==> src/rtl/external_tx_gearbox_fifo.sv <==
// external_tx_gearbox_fifo: GTX 64b/66b external-gearbox feeder with block FIFO, pause insertion and idle fill
//  i_usrclk2     TXUSRCLK2
//  i_rst_n       asynchronous active-low reset
//  i_startseq    start pulse, sticky until reset
//  i_valid       upstream block valid
//  o_ready       FIFO accepts a block this cycle
//  i_header      sync header of input block
//  i_data        input block payload, [31:0] sent first
//  o_txsequence  GTX TXSEQUENCE
//  o_header      GTX TXHEADER, {1'b0, hdr}
//  o_data        GTX TXDATA
//  o_underflow   one-cycle pulse when an idle block is substituted
//  o_fifo_level  FIFO occupancy
module external_tx_gearbox_fifo #(
    parameter int          DATA_W     = 32,
    parameter int          FIFO_DEPTH = 4,
    parameter logic [1:0]  IDLE_HDR   = 2'b10,
    parameter logic [63:0] IDLE_DATA  = 64'h1E
) (
    input  logic                          i_usrclk2,
    input  logic                          i_rst_n,
    input  logic                          i_startseq,
    input  logic                          i_valid,
    output logic                          o_ready,
    input  logic [1:0]                    i_header,
    input  logic [63:0]                   i_data,
    output logic [6:0]                    o_txsequence,
    output logic [2:0]                    o_header,
    output logic [DATA_W-1:0]             o_data,
    output logic                          o_underflow,
    output logic [$clog2(FIFO_DEPTH):0]   o_fifo_level
);
    localparam int         AW      = $clog2(FIFO_DEPTH);
    localparam logic [6:0] CNT_MAX = (DATA_W == 32) ? 7'd65 : 7'd32;
    localparam logic [AW:0] FULL   = (AW+1)'(FIFO_DEPTH);

    if (DATA_W != 32 && DATA_W != 64) begin : g_bad_width
        $error("external_tx_gearbox_fifo: DATA_W must be 32 or 64");
    end
    if (FIFO_DEPTH < 2 || (FIFO_DEPTH & (FIFO_DEPTH - 1)) != 0) begin : g_bad_depth
        $error("external_tx_gearbox_fifo: FIFO_DEPTH must be a power of 2, >= 2");
    end

    logic              started_q, started_d;
    logic [6:0]        cnt_q, cnt_d;
    logic [AW-1:0]     wr_q, wr_d, rd_q, rd_d;
    logic [AW:0]       level_q, level_d;
    logic [65:0]       mem_q [FIFO_DEPTH];
    logic [65:0]       mem_d [FIFO_DEPTH];
    logic [65:0]       blk_q, blk_d;
    logic [6:0]        seq_q, seq_d;
    logic [2:0]        hdr_q, hdr_d;
    logic [DATA_W-1:0] data_q, data_d;
    logic              uf_q, uf_d;
    logic              pause, load, upper, empty, push, pop;

    assign o_ready      = started_q && (level_q != FULL);
    assign o_txsequence = seq_q;
    assign o_header     = hdr_q;
    assign o_data       = data_q;
    assign o_underflow  = uf_q;
    assign o_fifo_level = level_q;

    always_comb begin
        started_d = started_q | i_startseq;
        // The start edge itself enters slot 0, so the first block is loaded as soon as started rises.
        cnt_d = started_q ? ((cnt_q == CNT_MAX) ? 7'd0 : cnt_q + 7'd1) : 7'd0;
        pause = (DATA_W == 32) ? (cnt_d >= 7'd64) : (cnt_d == 7'd32);
        load  = started_d && !pause && ((DATA_W == 64) || !cnt_d[0]);
        upper = started_d && !pause && (DATA_W == 32) && cnt_d[0];
        empty = (level_q == '0);
        push  = i_valid && o_ready;
        pop   = load && !empty;
        blk_d = load ? (empty ? {IDLE_HDR, IDLE_DATA} : mem_q[rd_q]) : blk_q;
        seq_d = (DATA_W == 32) ? {1'b0, cnt_d[6:1]} : cnt_d;
        hdr_d = load ? {1'b0, blk_d[65:64]} : hdr_q;
        data_d = load ? DATA_W'(blk_d[63:0]) : upper ? DATA_W'(blk_q[63:32]) : data_q;
        uf_d    = load && empty;
        level_d = level_q + (AW+1)'(push) - (AW+1)'(pop);
        wr_d    = wr_q + AW'(push);
        rd_d    = rd_q + AW'(pop);
        mem_d   = mem_q;
        if (push) mem_d[wr_q] = {i_header, i_data};
    end

    always_ff @(posedge i_usrclk2 or negedge i_rst_n) begin
        if (!i_rst_n) begin
            started_q <= 1'b0;
            cnt_q     <= '0;
            wr_q      <= '0;
            rd_q      <= '0;
            level_q   <= '0;
            blk_q     <= '0;
            seq_q     <= '0;
            hdr_q     <= '0;
            data_q    <= '0;
            uf_q      <= 1'b0;
        end else begin
            started_q <= started_d;
            cnt_q     <= cnt_d;
            wr_q      <= wr_d;
            rd_q      <= rd_d;
            level_q   <= level_d;
            blk_q     <= blk_d;
            seq_q     <= seq_d;
            hdr_q     <= hdr_d;
            data_q    <= data_d;
            uf_q      <= uf_d;
        end
    end

    // Storage needs no reset: the pointers and level define which entries are live.
    always_ff @(posedge i_usrclk2) mem_q <= mem_d;
endmodule

==> config.mk <==
export PLATFORM = sky130hd
export DESIGN_NAME = external_tx_gearbox_fifo
export DESIGN_NICKNAME = d
export VERILOG_FILES = /design/src/rtl/external_tx_gearbox_fifo.sv
export SDC_FILE = /design/constraint.sdc
export NUM_CORES = 1
export LEC_CHECK = 0
export ABC_AREA = 1
export BUFFER_PORTS_ARGS = -buffer_cell sky130_fd_sc_hd__buf_2
export CAP_MARGIN = 15
export CORE_MARGIN = 3
export CORE_UTILIZATION = 45
export DETAILED_ROUTE_END_ITERATION = 10
export HOLD_SLACK_MARGIN = 0.02
export SYNTH_ARGS = -nofsm -noshare
export SYNTH_HDL_FRONTEND = slang
export SYNTH_SLANG_ARGS = --single-unit
==> constraint.sdc <==
create_clock -name i_usrclk2 -period 13 [get_ports i_usrclk2]
set_clock_uncertainty 0.05 [all_clocks]
set_input_delay 1.3 -clock i_usrclk2 [delete_from_list [all_inputs] [get_ports i_usrclk2]]
set_output_delay 1.3 -clock i_usrclk2 [all_outputs]
set_load 0.05 [all_outputs]
### Word level (Yosys, flattened, before mapping)

Index checks and enable logic that the tools add are counted.

| operators by class | value |
|---|---|
| equal/unequal tests | 2 |
| order comparisons | 4 |
| reductions and logical operators | 13 |
| multiplexer cells | 12 |
| add/sub/neg operators | 5 |
| bitwise operators | 3 |

Operators by type and width:

| cell | count |
|---|---|
| 66-bit 2-to-1 mux | 5 |
| 264-bit bitwise mux | 1 |
| 66-bit binary-select mux with 2-bit select | 1 |
| 66-bit demux with 2-bit select | 1 |
| 32-bit 2-to-1 mux | 2 |
| 7-bit 2-to-1 mux | 2 |
| 1-bit logical AND | 8 |
| 7-bit by 1-bit adder with 7-bit output, second input constant | 1 |
| 7-bit == test, second input constant | 1 |
| 7-bit greater-or-equal comparator, second input constant | 1 |
| 3-bit greater-or-equal comparator, second input constant | 2 |
| 2-bit NOT with 3-bit output | 2 |
| 2-bit by 1-bit adder with 2-bit output | 2 |
| 3-bit by 1-bit adder with 3-bit output | 1 |
| 1-bit zero test | 3 |
| 3-bit zero test | 1 |
| 3-bit by 1-bit less-than comparator with 1-bit output, second input constant | 1 |
| 3-bit != test, second input constant | 1 |
| 3-bit by 1-bit subtractor with 3-bit output | 1 |
| 2-bit nonzero test | 1 |
| 1-bit OR | 1 |

| word-level totals | value |
|---|---|
| flip-flop bits (word level) | 386 |
| bits of input ports | 70 |
| logic and storage cells | 54 |

### Depth between registers and ports, before layout

Gate-level depths: netlist (run 1).

| logic depth | value |
|---|---|
| depth after elaboration | 9 |
| gate-level depth with buffers | 15 |
| mapped depth without buffers | 15 |

### Least setup slack after synthesis (run 1)

Ideal clock, no wire load.

| timing | value |
|---|---|
| path type | register to register |
| start | register level_q[0], in the netlist o_fifo_level[0] |
| end | register mem_q[0] (netlist name), enable pin |
| arrival | 6.606 ns |
| slack | 5.773 ns |
| required time | 12.379 ns |
| stages on the path, launching flop included | 5 |
| setup time | 0.571 ns |
| cell sequence | dfrtp_1 -> inv_1 -> a31oi_1 -> nand2_1 -> nor3_1 |

| between the ends | value |
|---|---|
| word-level cells in the longest chain between the ends | 3 |

Ends and longest elaborated chain:

| element | line | source |
|---|---|---|
| from (decl) | 47 | `logic [AW:0] level_q, level_d;` |
| from (signal assigned) | 103 | `level_q <= level_d;` |
| 3-bit != test | 57 | `assign o_ready = started_q && (level_q != FULL);` |
| 1-bit logical AND | 57 |  |
| via o_ready | 24 | `output logic o_ready,` |
| 1-bit logical AND | 72 | `push = i_valid && o_ready;` |
| to (signal assigned) | 113 | `always_ff @(posedge i_usrclk2) mem_q <= mem_d;` |
| to (decl) | 48 | `logic [65:0] mem_q [FIFO_DEPTH];` |

The timed path passes the listed nets, and every way through them passes these cells.
A chain may end at the register's enable or synchronous reset.

### Worst setup path in the final report (run 1)

| timing | value |
|---|---|
| start | input port i_startseq |
| end | register level_q[2], in the netlist o_fifo_level[2] |

| between the ends | value |
|---|---|
| word-level cells in the longest chain between the ends | 5 |

Ends and longest elaborated chain:

| element | line | source |
|---|---|---|
| from (decl) | 22 | `input logic i_startseq,` |
| 1-bit OR | 65 | `started_d = started_q \| i_startseq;` |
| 1-bit logical AND (2 in series) | 69 | `load = started_d && !pause && ((DATA_W == 64) \|\| !cnt_d[0]);` |
| 1-bit logical AND | 73 | `pop = load && !empty;` |
| 3-bit by 1-bit subtractor with 3-bit output | 79 | `level_d = level_q + (AW+1)'(push) - (AW+1)'(pop);` |
| via level_d[2] | 47 |  |

The timed path passes the listed nets, and every way through them passes these cells.

==> metrics.log, run 1 <==
[metrics] result of the run: complete, no violations
[metrics] final setup vio count: 0
[metrics] count of input and output buffers: 114
[metrics] Hold Violations, Final: 0
[metrics] net count of the finished layout: 1256
[metrics] dpl cell area: 14400 um^2
[metrics] # H-tree levels: 2
[metrics] GRT Residual Overflow: 0
[metrics] drt drc: 0
[metrics] final antenna-violating net count: 0
[metrics] hold buffer count at cts: 0
[metrics] most crowded layer after global routing: met2
[metrics] met1 track demand over resource: 0.250
[metrics] clock latency reported for the late side of the worst-skew pair: 0.51 ns
[metrics] Sequential Power Share: 0.401
[metrics] number of top-level pins: 117
[metrics] post-detail-place hpwl: 17200 um
[metrics] nature of the critical path endpoint: flop
[metrics] Die Span Y: 180 um
[metrics] Site Rows: 63
[metrics] instance count of the mapped netlist: 1097
[metrics] total wire length after detailed routing: 29900 um
[metrics] worst rel slew slack: 0.243
[metrics] sinks on the clock net: 346
[metrics] clock transition at the register clock pins on the worst setup and hold paths after CTS: 0.06 ns
[metrics] Sw Ratio: 0.390
[metrics] Tot GR Track Use: 0.183
[metrics] commonest register cell after synthesis: sky130_fd_sc_hd__edfxtp_1
[metrics] mean number of vias per cell: 5.36
[metrics] Cell Pwr Density: 266 nW/um^2
[metrics] antenna violations before repair: 1
[metrics] post-synth design cell area: 13700 um^2
[metrics] Routed wire per std cell: 18.7 um
[metrics] Clk Tree Root Cell: sky130_fd_sc_hd__clkbuf_16
[metrics] fmax: 287 MHz
[metrics] Antenna diodes: 0
[metrics] max cap viols: 0
[metrics] number of buffers created by CTS: 38
[metrics] clock group share of total power: 0.246
[metrics] Detailed Routing Iterations Pass 1: 5
[metrics] proportion of power drawn by combinational gates: 0.353
[metrics] Seq/Total Area, Yosys: 0.731
[metrics] die footprint: 32500 um^2
[metrics] FILL cells: 2572
[metrics] number of synthesized flops with an enable pin: 264
[metrics] total leakage power: 0.00584 uW
[metrics] starting DRC count in detailed routing: 596
[metrics] Yosys cell types: 34
[metrics] Placeable Area: 29800 um^2
[metrics] via count of the first global-routing pass: 8424
[metrics] number of slew-limit violations in the final report: 0
[metrics] Setup Fix Bufs, Post-CTS: 0
[metrics] synth warn: 0
[metrics] final critical path time including I/O delays and setup: 3.48 ns
[metrics] PostCTS Resize Cnt: 0
[metrics] final standard cell area without fillers: 15600 um^2
[metrics] net switching power of the design: 1620 uW
[metrics] first-pass GRT wire length: 46900 um
[metrics] via total after detailed routing: 8576
[metrics] signed area change from the synthesized netlist to the final layout: 14.4%
[metrics] kind of start point of the critical path: input pin
[metrics] setup repair after global routing missed its margin: false
[metrics] placer's final routability congestion estimate: 0.813
[metrics] flip-flop and latch count after synthesis: 346
[metrics] clk buf depth: 3
[metrics] maximum fanout along the worst path: 36
[metrics] x dimension of the die: 180 um
[metrics] Least-Margin Pin Slew: 1.14 ns
[metrics] met2 global-route usage: 0.307
[metrics] Avg Cell Area, Syn: 12.5 um^2
[metrics] data required time of the critical path: 13.38 ns
[metrics] clock tree from TritonCTS: yes
[metrics] start-to-end type of the worst setup path: input pin to flop
[metrics] VDD IR-drop max: 212 uV
[metrics] pin count of the biggest net entering global routing: 98
[metrics] fraction of synthesis flops using an asynchronous set or reset pin: 0.237
[metrics] Initial Util: 0.458
[metrics] final total negative setup slack: 0 ns
[metrics] hold slack: 0.443 ns
[metrics] share of layout cells above drive strength 1: 0.158
[metrics] routing usage on met3: 0.0293
[metrics] internal portion of total power: 2530 uW
[metrics] Hold WC Path Type: flop to flop
[metrics] Period Utilization, post-route: 0.268
[metrics] critical path arrival: 3.86 ns
==> sequential cells by signal (all words and copies together) (netlist names) <==
| register | cells |
|---|---|
| o_underflow | 1 |
| cnt_q | 6 |
| o_data | 32 |
| o_fifo_level | 3 |
| started_q | 1 |
| mem_q | 264 |
| o_header | 2 |
| wr_q | 2 |
| o_txsequence | 1 |
| blk_q | 32 |
| rd_q | 2 |
==> through the flow <==
stage / utilization / setup slack (ns) / instances / total power (uW)
finish: 0.524 / 9.52 / 1601 / 4150
global route: 0.524 / 9.31 / 1601 / 4420
CTS: 0.524 / 9.56 / 1601 / 4210
detailed placement: 0.484 / 9.05 / 1531 / 3180
global placement: 0.484 / 9.09 / 1531 / 3150
floorplan: - / 5.77 / 1098 / 2790
==> synthesized netlist by cell type (2+ instances only) <==
cell type | instances | area (um^2)
sky130_fd_sc_hd__ha_1 | 4 | 50.1
sky130_fd_sc_hd__buf_2 | 32 | 160
sky130_fd_sc_hd__a32o_1 | 31 | 310
sky130_fd_sc_hd__nor3_1 | 5 | 25.0
sky130_fd_sc_hd__nand2_1 | 158 | 593
sky130_fd_sc_hd__o21ai_0 | 70 | 350
sky130_fd_sc_hd__nor2_2 | 2 | 12.5
sky130_fd_sc_hd__nand3_2 | 2 | 20.0
sky130_fd_sc_hd__edfxtp_1 | 264 | 7930
sky130_fd_sc_hd__o211ai_1 | 4 | 30.0
sky130_fd_sc_hd__a21oi_1 | 122 | 611
sky130_fd_sc_hd__o21ai_1 | 30 | 150
sky130_fd_sc_hd__clkbuf_1 | 26 | 97.6
sky130_fd_sc_hd__nand4_1 | 32 | 200
sky130_fd_sc_hd__buf_4 | 17 | 128
sky130_fd_sc_hd__dfrtp_1 | 82 | 2050
sky130_fd_sc_hd__inv_1 | 18 | 67.6
sky130_fd_sc_hd__nand3_4 | 2 | 35.0
sky130_fd_sc_hd__buf_1 | 6 | 22.5
sky130_fd_sc_hd__xor2_1 | 5 | 43.8
sky130_fd_sc_hd__nor2_1 | 164 | 616
sky130_fd_sc_hd__nand2_4 | 2 | 22.5
sky130_fd_sc_hd__nand3_1 | 4 | 20.0
sky130_fd_sc_hd__o22ai_1 | 3 | 18.8
sky130_fd_sc_hd__inv_2 | 3 | 11.3
==> power groups by stage <==
stage,clock (uW),sequential (uW),combinational [uW]
after floorplan,0,1850,943
after global placement,0,1680,1470
after detailed placement,0,1690,1490
after CTS,1050,1670,1490
after global routing,1100,1690,1630
final,1020,1670,1470
==> critical path, stage by stage <==
cell and delay (ns):
sky130_fd_sc_hd__buf_2 0.07, sky130_fd_sc_hd__or2_2 0.63, sky130_fd_sc_hd__nand4_4 0.59, sky130_fd_sc_hd__xor2_1 0.30, sky130_fd_sc_hd__ha_1 0.17, sky130_fd_sc_hd__inv_1 0.05, sky130_fd_sc_hd__fa_1 0.37, sky130_fd_sc_hd__xnor2_1 0.18
sky130_fd_sc_hd__xor2_1 0.16
==> routing by layer <==
| metal | routed length [um] | vias to the layer above |
|---|---|---|
| li1 | - | 4089 |
| met2 | 14800 | 201 |
| met4 | 586 | 2 |
| met5 | 16 | - |
| met1 | 13100 | 4236 |
| met3 | 1430 | 48 |
==> logic make-up (layout without fill, tap and decap cells) <==
kind of cell,Yosys count,count (layout),synth area share
and+or+nand+nor,374,374,0.116
DFF,346,346,0.731
AOI/OAI and AO/OA,262,262,0.109
buffers and inverters,103,216,0.0359
xor gates and xnor gates,6,6,0.00385
adders and majority gates,5,5,0.00513
other,1,2,0.000275
==> final timing paths <==
check / start / endpoint / slack (ns) / cells after the start
worst max register to register: cnt_q[0]$_DFF_PN0_ / o_fifo_level[2]$_DFF_PN0_ / 9.72 / 12
min in group asynchronous: i_rst_n / started_q$_DFF_PN0_ / 0.56 / 1
worst min register to register: blk_q[50]$_DFFE_PN0N_ / blk_q[50]$_DFFE_PN0N_ / 0.44 / 2
worst max-delay path: i_startseq / o_fifo_level[2]$_DFF_PN0_ / 9.52 / 9
worst min-delay path: blk_q[50]$_DFFE_PN0N_ / blk_q[50]$_DFFE_PN0N_ / 0.44 / 2
max in group asynchronous: i_rst_n / rd_q[0]$_DFF_PN0_ / 11.12 / 2
==> cell type report <==
cell class | instances | area, um^2 | share of cell area
clock inverters | 10 | 68.8 | 0.00440
clock buffers | 60 | 1140 | 0.0728
flip-flops and latches | 346 | 9980 | 0.639
well taps | 390 | 488 | 0.0312
multi-input cells | 649 | 3210 | 0.206
inverters | 22 | 83.8 | 0.00537
repair buffers | 124 | 648 | 0.0415
==> cells in the final DEF (no fill, tap or decap), types with 30 or more instances in the layout <==
master / synthesis / final
sky130_fd_sc_hd__nand2_1: 158 / 158
sky130_fd_sc_hd__o21ai_0: 70 / 70
sky130_fd_sc_hd__dfrtp_1: 82 / 80
sky130_fd_sc_hd__edfxtp_1: 264 / 264
sky130_fd_sc_hd__clkbuf_16: 0 / 41
sky130_fd_sc_hd__a21oi_1: 122 / 122
sky130_fd_sc_hd__o21ai_1: 30 / 30
sky130_fd_sc_hd__nand4_1: 32 / 32
sky130_fd_sc_hd__a32o_1: 31 / 31
sky130_fd_sc_hd__nor2_1: 164 / 164
sky130_fd_sc_hd__buf_2: 32 / 113
Power figures use the tool's default switching activity.
==> inputs of run 2 (changes only) <==
--- a/config.mk
+++ b/config.mk
@@ -12,6 +12,7 @@
 export CORE_UTILIZATION = 45
 export DETAILED_ROUTE_END_ITERATION = 10
 export HOLD_SLACK_MARGIN = 0.02
+export PLACE_DENSITY = 0.65
 export SYNTH_ARGS = -nofsm -noshare
 export SYNTH_HDL_FRONTEND = slang
 export SYNTH_SLANG_ARGS = --single-unit
==> constraint.sdc (replaced) <==
create_clock -name i_usrclk2 -period 3.2 [get_ports i_usrclk2]
set_clock_uncertainty 0.05 [all_clocks]
set_input_delay 0.32 -clock i_usrclk2 [delete_from_list [all_inputs] [get_ports i_usrclk2]]
set_output_delay 0.32 -clock i_usrclk2 [all_outputs]
set_load 0.05 [all_outputs]
==> run 2 against run 1 <==
Net effect: combinational power grew to 4.3 times the previous value; die area is the same; non-clock buffer count grew 78; critical path depth grew 5; setup slack lost 9.0 ns; first-iteration DRC count grew 16%; sequential share of layout area shrank 3.3 points; final cell count grew 4.6%; sequential power grew to 4.0 times the previous value; critical path type is now flop to flop; largest power group unchanged; highest routed layer is now met4.
==> metrics.log, run 2 (synthesis gave the netlist of run 1 again) <==
[metrics] Site Rows: 63
[metrics] post-detail-place hpwl: 18000 um
[metrics] count of input and output buffers: 114
[metrics] via count of the first global-routing pass: 8814
[metrics] setup repair after global routing missed its margin: false
[metrics] number of buffers created by CTS: 36
[metrics] Routed wire per std cell: 18.0 um
[metrics] Tot GR Track Use: 0.183
[metrics] met3 wire len: 1550 um
[metrics] mean number of vias per cell: 5.30
[metrics] number of flip-flops in the largest register: 264
[metrics] drt drc: 0
[metrics] nature of the critical path endpoint: flop
[metrics] sinks on the clock net: 346
[metrics] final total negative setup slack: 0 ns
[metrics] Clk Tree Root Cell: sky130_fd_sc_hd__clkbuf_16
[metrics] placer's final routability congestion estimate: 0.800
[metrics] pre-CTS WS: 0.516 ns
[metrics] final antenna-violating net count: 0
[metrics] setup ws final: 0.481 ns
[metrics] GRT Residual Overflow: 0
[metrics] clk buf depth: 3
[metrics] clock transition at the register clock pins on the worst setup and hold paths after CTS: 0.06 ns
[metrics] Least-Margin Pin Slew: 1.06 ns
[metrics] data required time of the critical path: 3.57 ns
[metrics] Hold Violations, Final: 0
[metrics] Placeable Area: 29800 um^2
[metrics] multi-input combinational cell area: 3260 um^2
[metrics] start-to-end type of the worst setup path: flop to flop
[metrics] clock tree from TritonCTS: yes
[metrics] starting DRC count in detailed routing: 689
[metrics] kind of start point of the critical path: flop
[metrics] FILL cells: 2469
[metrics] register with the most flip-flops: mem_q
[metrics] first-pass GRT wire length: 47400 um
[metrics] maximum fanout along the worst path: 34
[metrics] worst rel slew slack: 0.295
[metrics] x dimension of the die: 180 um
[metrics] antenna violations before repair: 0
[metrics] highest-count cells in the layout ignoring fill and taps: sky130_fd_sc_hd__edfxtp_1, sky130_fd_sc_hd__nor2_1, sky130_fd_sc_hd__nand2_1
[metrics] Max Used Layer: met4
[metrics] number of top-level pins: 117
[metrics] clock latency reported for the late side of the worst-skew pair: 0.51 ns
[metrics] detailed route wirelength on metal2: 14800 um
[metrics] fin util: 0.553
[metrics] met1 routed wirelength after detailed routing: 13000 um
[metrics] max cap viols: 0
[metrics] Die Span Y: 180 um
[metrics] total leakage power: 0.00621 uW
[metrics] Hold WC Path Type: input pin to flop
[metrics] number of slew-limit violations in the final report: 0
[metrics] final setup vio count: 0
[metrics] Period Utilization, post-route: 0.850
[metrics] pin count of the biggest net entering global routing: 83
[metrics] fmax: 368 MHz
[metrics] Detailed Routing Iterations Pass 1: 8
[metrics] die footprint: 32500 um^2
[metrics] share of layout cells above drive strength 1: 0.170
[metrics] total wire length after detailed routing: 30100 um
[metrics] via total after detailed routing: 8882
[metrics] Setup Fix Bufs, Post-CTS: 0
[metrics] register cell area after layout: 9990 um^2
[metrics] VDD IR-drop max: 736 uV
[metrics] signed area change from the synthesized netlist to the final layout: 20.7%
[metrics] most common cell after layout, fill and taps aside: sky130_fd_sc_hd__edfxtp_1
[metrics] net count of the finished layout: 1332
[metrics] # H-tree levels: 2
[metrics] critical path arrival: 3.09 ns
[metrics] Antenna diodes: 0
[metrics] PostCTS Resize Cnt: 0
[metrics] result of the run: complete, no violations
[metrics] post-layout total power: 17200 uW
[metrics] Cell Pwr Density: 1040 nW/um^2
[metrics] final critical path time including I/O delays and setup: 2.72 ns
[metrics] Initial Util: 0.458
==> run 2: worst max-delay path, cell delays in order, from the launching register on <==
cell and delay (ns):
sky130_fd_sc_hd__dfrtp_1 0.39, sky130_fd_sc_hd__inv_1 0.06, sky130_fd_sc_hd__ha_1 0.19, sky130_fd_sc_hd__nand2_1 0.06, sky130_fd_sc_hd__inv_1 0.04, sky130_fd_sc_hd__nand3_1 0.05, sky130_fd_sc_hd__nand2_1 0.09, sky130_fd_sc_hd__inv_2 0.13
sky130_fd_sc_hd__nand3_4 0.20, sky130_fd_sc_hd__nand4_4 0.13, sky130_fd_sc_hd__buf_4 0.37, sky130_fd_sc_hd__nor2_1 0.11, sky130_fd_sc_hd__fa_1 0.42, sky130_fd_sc_hd__xnor2_1 0.17, sky130_fd_sc_hd__xor2_1 0.16
==> run 2: layout make-up <==
cell class                 count  share of cell area
clock buffer                  44              0.0590
sequential                   346               0.606
tap                          390              0.0296
timing repair buffer         202              0.0896
clock inverter                22              0.0131
multi-input combinational    649               0.198
inverter                      22             0.00509
==> run 2: worst paths after layout <==
path                                       start                        end  slack [ns]  depth (start not counted)
hold reg to reg            blk_q[34]$_DFFE_PN0N_      blk_q[34]$_DFFE_PN0N_        0.44                          2
min in group asynchronous                i_rst_n         cnt_q[3]$_DFF_PN0_        0.47                          2
hold / removal                           i_valid          wr_q[0]$_DFF_PN0_        0.22                          4
max in group asynchronous                i_rst_n          rd_q[0]$_DFF_PN0_        1.82                          2
setup reg to reg              cnt_q[1]$_DFF_PN0_  o_fifo_level[2]$_DFF_PN0_        0.48                         14
setup / recovery              cnt_q[1]$_DFF_PN0_  o_fifo_level[2]$_DFF_PN0_        0.48                         14
==> run 2: stage by stage <==
| stage | hold WS, ns | instance area (um^2) | cells |
|---|---|---|---|
| after global placement | 0.420 | 14600 | 1542 |
| after floorplan | -0.0256 | 13700 | 1098 |
| after detailed placement | 0.429 | 14600 | 1542 |
| after global routing | 0.245 | 16500 | 1675 |
| final | 0.225 | 16500 | 1675 |
| after CTS | 0.210 | 16500 | 1675 |
==> run 2: metal layers <==
metal	GRT usage	vias to the layer above
met5	0	-
met4	0.0559	0
met3	0.0293	50
met2	0.308	247
met1	0.247	4333
li1	-	4252
==> run 2: what timing repair did <==
item,CTS,global route
hold buffers,67,0
setup endpoints to repair,0,0
endpoints found under the hold margin,346,0
==> run 2: power breakdown <==
part           switching (uW)  leakage (uW)  internal [uW]
Sequential                572       0.00341           6130
Clock                    1650      0.000585           2490
Combinational            4480       0.00222           1840
Total                    6700       0.00621          10500
==> inputs of run 3 (changes only) <==
--- a/config.mk
+++ b/config.mk
@@ -12,7 +12,6 @@
 export CORE_UTILIZATION = 45
 export DETAILED_ROUTE_END_ITERATION = 10
 export HOLD_SLACK_MARGIN = 0.02
-export PLACE_DENSITY = 0.65
 export SYNTH_ARGS = -nofsm -noshare
 export SYNTH_HDL_FRONTEND = slang
 export SYNTH_SLANG_ARGS = --single-unit
==> constraint.sdc (replaced) <==
create_clock -name i_usrclk2 -period 2.8 [get_ports i_usrclk2]
set_clock_uncertainty 0.05 [all_clocks]
set_input_delay 0.28 -clock i_usrclk2 [delete_from_list [all_inputs] [get_ports i_usrclk2]]
set_output_delay 0.28 -clock i_usrclk2 [all_outputs]
set_load 0.05 [all_outputs]
==> run 3 against run 2 <==
Net effect: final cell count increased by 0.66%; core utilization increased by 0.56 points; combinational power up 16%; routed wire length is 3.0% higher; critical path type unchanged; setup slack worse by 0.18 ns; via count is 0.65% lower; non-clock buffer count up 8; worst hold slack worse by 0.060 ns; first-iteration DRC count is 4.9% lower; sequential cell count stayed put.
==> metrics.log, run 3 (synthesis gave the netlist of run 1 again) <==
[metrics] most numerous cell on the critical path: sky130_fd_sc_hd__nand2_1
[metrics] antenna violations before repair: 0
[metrics] via count of the first global-routing pass: 9023
[metrics] critical path arrival: 2.84 ns
[metrics] hold slack: 0.165 ns
[metrics] Cell Pwr Density: 1200 nW/um^2
[metrics] Initial Util: 0.458
[metrics] sinks on the clock net: 346
[metrics] total leakage power: 0.00628 uW
[metrics] most common cell after layout, fill and taps aside: sky130_fd_sc_hd__edfxtp_1
[metrics] GRT Residual Overflow: 0
[metrics] nature of the critical path endpoint: flop
[metrics] Tot GR Track Use: 0.189
[metrics] Routed wire per std cell: 18.4 um
[metrics] count of placed standard cells including taps: 1550
[metrics] Antenna diodes: 0
[metrics] clock latency reported for the late side of the worst-skew pair: 0.51 ns
[metrics] flop2flop setup slack: 0.30 ns
[metrics] PostCTS Resize Cnt: 0
[metrics] Setup Fix Bufs, Post-CTS: 0
[metrics] Hold WC Path Type: input pin to flop
[metrics] final setup vio count: 0
[metrics] fin util: 0.559
[metrics] clk buf depth: 3
[metrics] worst reg2reg endpoint: o_fifo_level[2]$_DFF_PN0_
[metrics] result of the run: complete, no violations
[metrics] post-detail-place hpwl: 18500 um
[metrics] worst rel slew slack: 0.492
[metrics] count of input and output buffers: 114
[metrics] Least-Margin Pin Slew: 0.759 ns
[metrics] Site Rows: 63
[metrics] VDD IR-drop max: 895 uV
[metrics] Clk Tree Root Cell: sky130_fd_sc_hd__clkbuf_16
[metrics] endpoint of the worst setup timing path: o_fifo_level[2]$_DFF_PN0_
[metrics] Sequential Power Share: 0.386
[metrics] Detailed Routing Iterations Pass 1: 5
[metrics] highest-count cells in the layout ignoring fill and taps: sky130_fd_sc_hd__edfxtp_1, sky130_fd_sc_hd__nor2_1, sky130_fd_sc_hd__nand2_1
[metrics] share of layout cells above drive strength 1: 0.172
[metrics] signed area change from the synthesized netlist to the final layout: 21.9%
[metrics] clock tree from TritonCTS: yes
[metrics] max cap viols: 0
[metrics] Die Span Y: 180 um
[metrics] source of the critical timing path: cnt_q[0]$_DFF_PN0_
[metrics] starting DRC count in detailed routing: 655
[metrics] number of top-level pins: 117
[metrics] fmax: 400 MHz
[metrics] largest incremental delay on the critical path: 0.39 ns
[metrics] x dimension of the die: 180 um
[metrics] # H-tree levels: 2
[metrics] net switching power of the design: 7690 uW
[metrics] Sw Ratio: 0.386
[metrics] Hold Violations, Final: 0
[metrics] total wire length after detailed routing: 31000 um
[metrics] number of buffers created by CTS: 38
[metrics] internal portion of total power: 12200 uW
[metrics] Final Instance Count excl. Fillers: 1686
[metrics] final total negative setup slack: 0 ns
[metrics] proportion of power drawn by combinational gates: 0.368
[metrics] depth of the most critical reg-to-reg path: 13
[metrics] Placeable Area: 29800 um^2
[metrics] first-pass GRT wire length: 49100 um
[metrics] register with the most flip-flops: mem_q
[metrics] number of slew-limit violations in the final report: 0
[metrics] placer's final routability congestion estimate: 0.786
[metrics] pin count of the biggest net entering global routing: 134
[metrics] setup repair after global routing missed its margin: false
[metrics] number of flip-flops in the largest register: 264
[metrics] Slowest-stage cell, CP: sky130_fd_sc_hd__dfrtp_1
[metrics] clock group share of total power: 0.246
[metrics] clock transition at the register clock pins on the worst setup and hold paths after CTS: 0.06 ns
[metrics] mean number of vias per cell: 5.23
[metrics] startpoint of the most critical register-to-register path: cnt_q[0]$_DFF_PN0_
[metrics] drt drc: 0
[metrics] final critical path time including I/O delays and setup: 2.50 ns
[metrics] hold buffer count at cts: 67
[metrics] kind of start point of the critical path: flop
[metrics] die footprint: 32500 um^2
[metrics] data required time of the critical path: 3.14 ns
[metrics] ordered cell list for the critical path: ha_1 > nand2_1 > nor2_2 > nand2_1 > nand2_1 > nand3_4 > nand4_4 > xor2_1 > ha_1 > inv_1 > fa_1 > xnor2_1 > xor2_1
[metrics] net count of the finished layout: 1342
[metrics] post-layout total power: 19900 uW
[metrics] maximum fanout along the worst path: 6
[metrics] via total after detailed routing: 8824
[metrics] Period Utilization, post-route: 0.893
[metrics] final antenna-violating net count: 0
[metrics] start-to-end type of the worst setup path: flop to flop
==> run 3: cell count changes in the layout (fill, tap and decap cells not counted) <==
cell / before / now
sky130_fd_sc_hd__clkbuf_1: 5 / 11
sky130_fd_sc_hd__buf_12: 6 / 10
sky130_fd_sc_hd__buf_4: 16 / 20
sky130_fd_sc_hd__clkbuf_16: 37 / 41
sky130_fd_sc_hd__clkinv_2: 10 / 6
sky130_fd_sc_hd__inv_6: 2 / 0
sky130_fd_sc_hd__bufinv_16: 4 / 3
sky130_fd_sc_hd__dfrtp_2: 4 / 3
sky130_fd_sc_hd__dfrtp_4: 1 / 2
==> run 3: worst min-delay path by stage <==
| stage | startpoint | endpoint | slack, ns | cells after the start |
|---|---|---|---|---|
| 6_report | i_valid | wr_q[0]$_DFF_PN0_ | 0.16 | 4 |
| 5_1_grt | i_valid | wr_q[0]$_DFF_PN0_ | 0.21 | 4 |
| 4_1_cts | i_valid | wr_q[0]$_DFF_PN0_ | 0.16 | 4 |
| 3_5_place_dp | i_rst_n | wr_q[1]$_DFF_PN0_ | 0.35 | 1 |
| 3_3_place_gp | i_rst_n | wr_q[1]$_DFF_PN0_ | 0.34 | 1 |
| 2_1_floorplan | i_rst_n | blk_q[32]$_DFFE_PN0N_ | -0.07 | 0 |
==> run 3: power by group through the flow <==
stage               registers [uW]  logic (uW)  clock network, uW
floorplan                     8510        4440                  0
global placement              7770        7290                  0
detailed placement            7790        7390                  0
CTS                           7700        7480               5020
finish                        7690        7340               4890
global route                  7820        8130               5230
==> run 3: layer usage <==
metal  GRT usage  share of wire  routed length, um
met4      0.0504          0.020                607
met5           0              0                  0
met3      0.0297          0.050               1540
met1       0.257           0.43              13500
met2       0.321           0.50              15400
==> run 3: stage by stage <==
stage	worst slack [ns]	area [um^2]
floorplan	-0.575	13700
global route	0.0720	16700
finish	0.299	16700
global placement	0.401	14700
CTS	0.282	16700
detailed placement	0.306	14700
==> run 3: area by class of cell <==
cell class,instances,area [um^2]
inverters,22,83.8
clock inverters,15,149
repair buffers,210,1590
clock buffers,54,1090
flip-flops and latches,346,9990
multi-input cells,649,3260
well taps,390,488
fillers,2537,13100
==> run 3: worst max-delay path: cells and delay by family (launching register included) <==
family | cells | cell delay, ns
simple gates | 6 | 0.74
fa+ha+maj | 3 | 0.72
buf+inv | 1 | 0.05
xor+xnor | 3 | 0.44
flops | 1 | 0.39
